$ cat src/rtl/wb_switch_pkg.sv
// Shared types, widths and helpers for the parametrised Wishbone bus switch.
package wb_switch_pkg;

    localparam int unsigned WB_ADR_W  = 32;
    localparam int unsigned WB_DAT_W  = 32;
    localparam int unsigned WB_SEL_W  = 4;
    localparam int unsigned ERR_CNT_W = 16;

    typedef enum logic [1:0] {
        IDLE = 2'd0,
        BUSY = 2'd1,
        RESP = 2'd2,
        ERR  = 2'd3
    } state_t;

    // Index width for n slaves; never narrower than one bit.
    function automatic int unsigned clog2(input int unsigned n);
        int unsigned r;
        r = 0;
        for (int i = 0; i < 32; i++) begin
            if ((64'd1 << i) < 64'(n)) r = 32'(i + 1);
        end
        return (r == 0) ? 1 : r;
    endfunction

    function automatic logic [ERR_CNT_W-1:0] sat_inc(input logic [ERR_CNT_W-1:0] c);
        return (c == '1) ? c : c + ERR_CNT_W'(1);
    endfunction

endpackage

$ cat src/rtl/wb_addr_decoder.sv
// Combinational base/mask address decoder; lowest matching slave index wins.
module wb_addr_decoder
    import wb_switch_pkg::*;
#(
    parameter int unsigned               N_SLAVES = 7,
    parameter int unsigned               IDX_W    = 3,
    parameter logic [N_SLAVES*32-1:0]    SLV_BASE = {N_SLAVES{32'h0}},
    parameter logic [N_SLAVES*32-1:0]    SLV_MASK = {N_SLAVES{32'h0}}
) (
    input  logic [WB_ADR_W-1:0] adr,
    output logic                hit,
    output logic [IDX_W-1:0]    idx
);

    // Scan from the top down so the lowest index overwrites higher matches.
    always_comb begin
        hit = 1'b0;
        idx = '0;
        for (int i = int'(N_SLAVES) - 1; i >= 0; i--) begin
            if ((adr & SLV_MASK[WB_ADR_W*i +: WB_ADR_W]) ==
                (SLV_BASE[WB_ADR_W*i +: WB_ADR_W] & SLV_MASK[WB_ADR_W*i +: WB_ADR_W])) begin
                hit = 1'b1;
                idx = IDX_W'(i);
            end
        end
    end

endmodule

$ cat src/rtl/wb_bus_switch_n.sv
// Registered single-master, N-slave Wishbone switch with address decode,
// timeout/unmapped error termination and debug error tracking.
module wb_bus_switch_n
    import wb_switch_pkg::*;
#(
    parameter int unsigned            N_SLAVES       = 7,
    parameter logic [N_SLAVES*32-1:0] SLV_BASE       = {N_SLAVES{32'h0}},
    parameter logic [N_SLAVES*32-1:0] SLV_MASK       = {N_SLAVES{32'h0}},
    parameter int unsigned            TIMEOUT_CYCLES = 255
) (
    input  logic                           clk_i,
    input  logic                           rst_i,
    input  logic                           master_stb_i,
    input  logic                           master_we_i,
    input  logic [WB_ADR_W-1:0]            master_adr_i,
    input  logic [WB_DAT_W-1:0]            master_dat_i,
    input  logic [WB_SEL_W-1:0]            master_sel_i,
    output logic [WB_DAT_W-1:0]            master_dat_o,
    output logic                           master_ack_o,
    output logic                           master_err_o,
    output logic [N_SLAVES-1:0]            slv_cyc_o,
    output logic [N_SLAVES-1:0]            slv_stb_o,
    output logic                           slv_we_o,
    output logic [WB_ADR_W-1:0]            slv_adr_o,
    output logic [WB_DAT_W-1:0]            slv_dat_o,
    output logic [WB_SEL_W-1:0]            slv_sel_o,
    input  logic [N_SLAVES*WB_DAT_W-1:0]   slv_dat_i,
    input  logic [N_SLAVES-1:0]            slv_ack_i,
    output logic [ERR_CNT_W-1:0]           err_count_o,
    output logic [WB_ADR_W-1:0]            last_err_adr_o
);

    localparam int unsigned IDX_W   = clog2(N_SLAVES);
    localparam int unsigned TO_W    = 16;
    localparam logic [TO_W-1:0] TO_LAST = TO_W'(TIMEOUT_CYCLES - 1);

    state_t                 state;
    logic [IDX_W-1:0]       idx_q;
    logic [TO_W-1:0]        tcnt;
    logic [ERR_CNT_W-1:0]   err_cnt_q;
    logic                   dec_hit;
    logic [IDX_W-1:0]       dec_idx;
    logic                   sel_ack_c;
    logic [WB_DAT_W-1:0]    sel_dat_c;

    assign err_count_o = err_cnt_q;

    wb_addr_decoder #(
        .N_SLAVES (N_SLAVES),
        .IDX_W    (IDX_W),
        .SLV_BASE (SLV_BASE),
        .SLV_MASK (SLV_MASK)
    ) u_dec (
        .adr (master_adr_i),
        .hit (dec_hit),
        .idx (dec_idx)
    );

    // Route the latched slave's ack and read data; other slaves are ignored.
    always_comb begin
        sel_ack_c = 1'b0;
        sel_dat_c = '0;
        for (int i = 0; i < int'(N_SLAVES); i++) begin
            if (idx_q == IDX_W'(i)) begin
                sel_ack_c = slv_ack_i[i];
                sel_dat_c = slv_dat_i[WB_DAT_W*i +: WB_DAT_W];
            end
        end
    end

    always_ff @(posedge clk_i or posedge rst_i) begin
        if (rst_i) begin
            state          <= IDLE;
            idx_q          <= '0;
            tcnt           <= '0;
            err_cnt_q      <= '0;
            master_dat_o   <= '0;
            master_ack_o   <= 1'b0;
            master_err_o   <= 1'b0;
            slv_cyc_o      <= '0;
            slv_stb_o      <= '0;
            slv_we_o       <= 1'b0;
            slv_adr_o      <= '0;
            slv_dat_o      <= '0;
            slv_sel_o      <= '0;
            last_err_adr_o <= '0;
        end else begin
            master_ack_o <= 1'b0;
            master_err_o <= 1'b0;
            case (state)
                IDLE: begin
                    if (master_stb_i) begin
                        if (dec_hit) begin
                            idx_q     <= dec_idx;
                            slv_we_o  <= master_we_i;
                            slv_adr_o <= master_adr_i;
                            slv_dat_o <= master_dat_i;
                            slv_sel_o <= master_sel_i;
                            slv_cyc_o <= N_SLAVES'(1) << dec_idx;
                            slv_stb_o <= N_SLAVES'(1) << dec_idx;
                            tcnt      <= '0;
                            state     <= BUSY;
                        end else begin
                            master_err_o   <= 1'b1;
                            last_err_adr_o <= master_adr_i;
                            err_cnt_q      <= sat_inc(err_cnt_q);
                            state          <= ERR;
                        end
                    end
                end
                BUSY: begin
                    // Abort beats ack, ack beats timeout.
                    if (!master_stb_i) begin
                        slv_cyc_o <= '0;
                        slv_stb_o <= '0;
                        state     <= IDLE;
                    end else if (sel_ack_c) begin
                        if (!slv_we_o) master_dat_o <= sel_dat_c;
                        slv_cyc_o    <= '0;
                        slv_stb_o    <= '0;
                        master_ack_o <= 1'b1;
                        state        <= RESP;
                    end else if (tcnt == TO_LAST) begin
                        slv_cyc_o      <= '0;
                        slv_stb_o      <= '0;
                        master_err_o   <= 1'b1;
                        last_err_adr_o <= slv_adr_o;
                        err_cnt_q      <= sat_inc(err_cnt_q);
                        state          <= ERR;
                    end else begin
                        tcnt <= tcnt + TO_W'(1);
                    end
                end
                RESP:    state <= IDLE;
                ERR:     state <= IDLE;
                default: state <= IDLE;
            endcase
        end
    end

endmodule

$ cat config.mk
export PLATFORM = sky130hd
export DESIGN_NAME = wb_bus_switch_n
export DESIGN_NICKNAME = d
export VERILOG_FILES = /design/src/rtl/wb_switch_pkg.sv /design/src/rtl/wb_addr_decoder.sv /design/src/rtl/wb_bus_switch_n.sv
export SDC_FILE = /design/constraint.sdc
export NUM_CORES = 1
export LEC_CHECK = 0
export ABC_CLOCK_PERIOD_IN_PS = 6700
export CAP_MARGIN = 15
export CORE_AREA = 2 2 184 186
export CTS_CLUSTER_DIAMETER = 80
export DETAILED_ROUTE_END_ITERATION = 6
export DIE_AREA = 0 0 186 188
export PLACE_DENSITY = 0.57
export SLEW_MARGIN = 20
export SYNTH_ARGS = -nofsm -noshare
export SYNTH_HDL_FRONTEND = slang
export SYNTH_SLANG_ARGS = --single-unit
$ cat constraint.sdc
create_clock -name clk_i -period 6.7 [get_ports clk_i]
set_input_delay 1.34 -clock clk_i [delete_from_list [all_inputs] [get_ports clk_i]]
set_output_delay 1.34 -clock clk_i [all_outputs]
set_load 0.05 [all_outputs]
==> impl_metrics.toml <==
[final_layout]
syn2layout_area_growth_pct = 53.4
layout.core_utilization_pct = 31.9
final_nets = 1054
final_layout_size_suffix_gt1_share_pct = 23.6

[timing]
layout_min_cycle_time_ns = 3.43
worst_hold_slack_ns = 0.490
timing.clock.skew_ns = 0.0142
fin_setup_tns_ns = 0
slew_headroom_pct = 39.2
worst_pin_slew_ns = 0.903
setup-violations-final = 0
timing.final.crit_share_pct = 51.1
max_freq_mhz = 292
number_of_max_slew_violations_in_the_final_report = 0
rsz0062_at_grt = "no"
hold_viol_final = 0

[yosys]
post_synth_main_area_contributors = "dfrtp_1 (62%), mux2_2 (22%), o21ai_0 (1.7%)"
dominant_synthesized_flop_cell = "dfrtp_1"
post-synth-top-area-fraction_pct = 61.8
syn-mean-instance-area_um2 = 14.1
netlist.top_cell.by_area = "dfrtp_1"
mappedNetlistArea_um2 = 6880
yosys_register_bits = 170
post_synth_inst_count = 488
synth-edff-count = 0
synth_async_sr_flop_share_pct = 100
ys_top_cells_by_count = "dfrtp_1 (170), mux2_2 (135), o21ai_0 (23)"
ys_seq_area_share_pct = 61.8
yosys_warnings = 0
synth.lib_cells_used.distinct = 41
most_common_cell_in_the_synthesized_netlist = "dfrtp_1"

[floorplanning]
coreArea_um2 = 33100
die_x_um = 186
floorplan.rows = 67
floorplan.die.height_um = 188
fp.dieArea_um2 = 35000
start_util_pct = 20.8
design.portCount = 468

[critical_path]
cp_data_required_time_ns = 7.02
critical_path_capture_point_type = "flop"
timing.critical_path.fanout_max = 21
start_kind = "input port"
criticalPathCategory = "in -> reg"
arrival_ns = 3.75
worst_r2r_setup_slack_ns = 3.49
worst-r2r-cell-count = 8

[status]
run_status = "finished, final reports clean"

[grt]
gr-usage-all-layers_pct = 10.7
vias_in_the_first_global_route = 5115
global_route.overflow_total = 0
grt_max_degree = 109
wire_length_of_the_first_global_routing_pass_um = 28400
grt_antenna_before_repair = 1

[cts]
clock-sinks = 170
cts_hold_buffers = 0
clock_insertion_delay_worst_skew_ns = 0.44
cts_tree = "built"
cts_repair_resize_count = 0
clkTransAtPathRegs_ns = 0.07
cts-root-buf = "clkbuf_16"
cts_buffer_depth = 2
cts_made_buffers = 17
cts_max_level = 4
cts_setup_buffers = 0

[pwr]
max-vdd-ir-drop_v = 0.000193
power_per_cell_area_nw_per_um2 = 326
static_power_due_to_leakage_nw = 4.33

[hold_path]
whs_path_depth = 1
worst_hold_path_type = "reg -> reg"

[routing]
route.final.wire_length_um = 18200
wire_per_inst_um = 15.1
drt-initial-drc-count = 185
detailroute.via_count = 4890
drcViolationCount = 0
drt_first_pass_iters = 4
final_antenna_net_count = 0
viasPerCell = 4.04

[placement]
place.detailed.hpwl_um = 12700
io_buffers = 257
globalplace.congestion = 0.726

[run]
timing.max_cap.violations = 0
-- cell usage in the layout, fill, tap and decap left out, types with 2 or more instances in the layout --
cell	Yosys	routed
clkinv_2	0	2
a31oi_1	2	2
ha_1	3	3
inv_1	4	3
and3_1	8	8
nor2b_1	4	3
bufinv_16	0	3
a41oi_1	3	3
nor2_1	13	12
nand2b_1	3	3
conb_1	1	12
nor4_1	2	2
o21ai_0	23	23
dfrtp_1	170	170
inv_6	0	5
clkinv_4	0	2
xnor2_1	12	12
clkdlybuf4s50_1	0	257
nand2_1	12	12
mux2_2	135	135
clkbuf_16	0	17
nor2_4	1	2
buf_4	13	4
o31ai_1	6	6
nand4_1	12	12
clkinvlp_4	0	2
and2_1	3	3
nand3_1	16	16
a21oi_1	8	8
-- worst paths after layout --
check | from | endpoint
max | slv_ack_i[0] | err_count_o[12]
min | tcnt[15] | tcnt[15]
max reg2reg | tcnt[0] | err_count_o[12]
min reg2reg | tcnt[15] | tcnt[15]
max in group asynchronous | rst_i | master_dat_o[7]
min in group asynchronous | rst_i | slv_adr_o[27]
-- layer usage --
metal	GRT usage (%)	vias up	share of wire [%]
met5	0	-	0
met4	4.57	0	1.7
met3	5.48	13	9.8
met2	16.8	189	47
met1	12.2	2432	41
li1	-	2256	-
-- worst max-delay path, stage by stage --
cell	delay [ns]
clkdlybuf4s50_1	0.49
nand3b_1	0.46
nor2_4	0.63
buf_4	0.42
nand2_1	0.10
mux2_2	0.29
-- logic make-up (layout without fill, tap and decap cells) --
family	after synthesis	in the layout	share of synthesized area, %
xor+xnor	13	13	1.66
buf+inv	36	297	2.86
fa+ha+maj	3	3	0.546
simple gates	83	83	6.75
other cells	1	13	0.0545
flops	170	170	61.8
mux	135	135	22.1
compound gates	47	47	4.20
-- through the flow --
step	std cells	instance area, µm²	setup slack [ns]	total power, mW
5_1_grt	1209	10600	3.12	3.60
3_5_place_dp	1177	9940	2.75	2.43
2_1_floorplan	499	6920	0.757	2.01
4_1_cts	1208	10500	3.24	3.50
3_3_place_gp	1177	9940	2.73	2.43
6_report	1209	10600	3.27	3.44
-- report_power, final --
| part | total [mW] | switching, mW | leakage [nW] | internal (mW) |
|---|---|---|---|---|
| clock network | 1.04 | 0.438 | 0.294 | 0.599 |
| logic | 1.14 | 0.719 | 1.89 | 0.422 |
| registers | 1.26 | 0.0868 | 2.15 | 1.18 |
| total | 3.44 | 1.24 | 4.33 | 2.20 |
-- final cells by class --
type,instances,area [µm²]
Fill cell,3353,22600
Clock buffer,18,439
Antenna cell,1,2.50
Sequential cell,170,4250
Inverter,4,20.0
Multi-Input combinational cell,293,2480
Clock inverter,13,168
Timing Repair Buffer,262,2620
Tap cell,448,561
-- state kept, by name, indices dropped and copies added (netlist names) --
| signal | count |
|---|---|
| master_err_o | 1 |
| master_ack_o | 1 |
| slv_stb_o | 1 |
| last_err_adr_o | 32 |
| master_dat_o | 32 |
| slv_we_o | 1 |
| tcnt | 16 |
| state | 2 |
| err_count_o | 16 |
| slv_dat_o | 32 |
| slv_adr_o | 32 |
| slv_sel_o | 4 |
(Power assumes the default switching activity.)
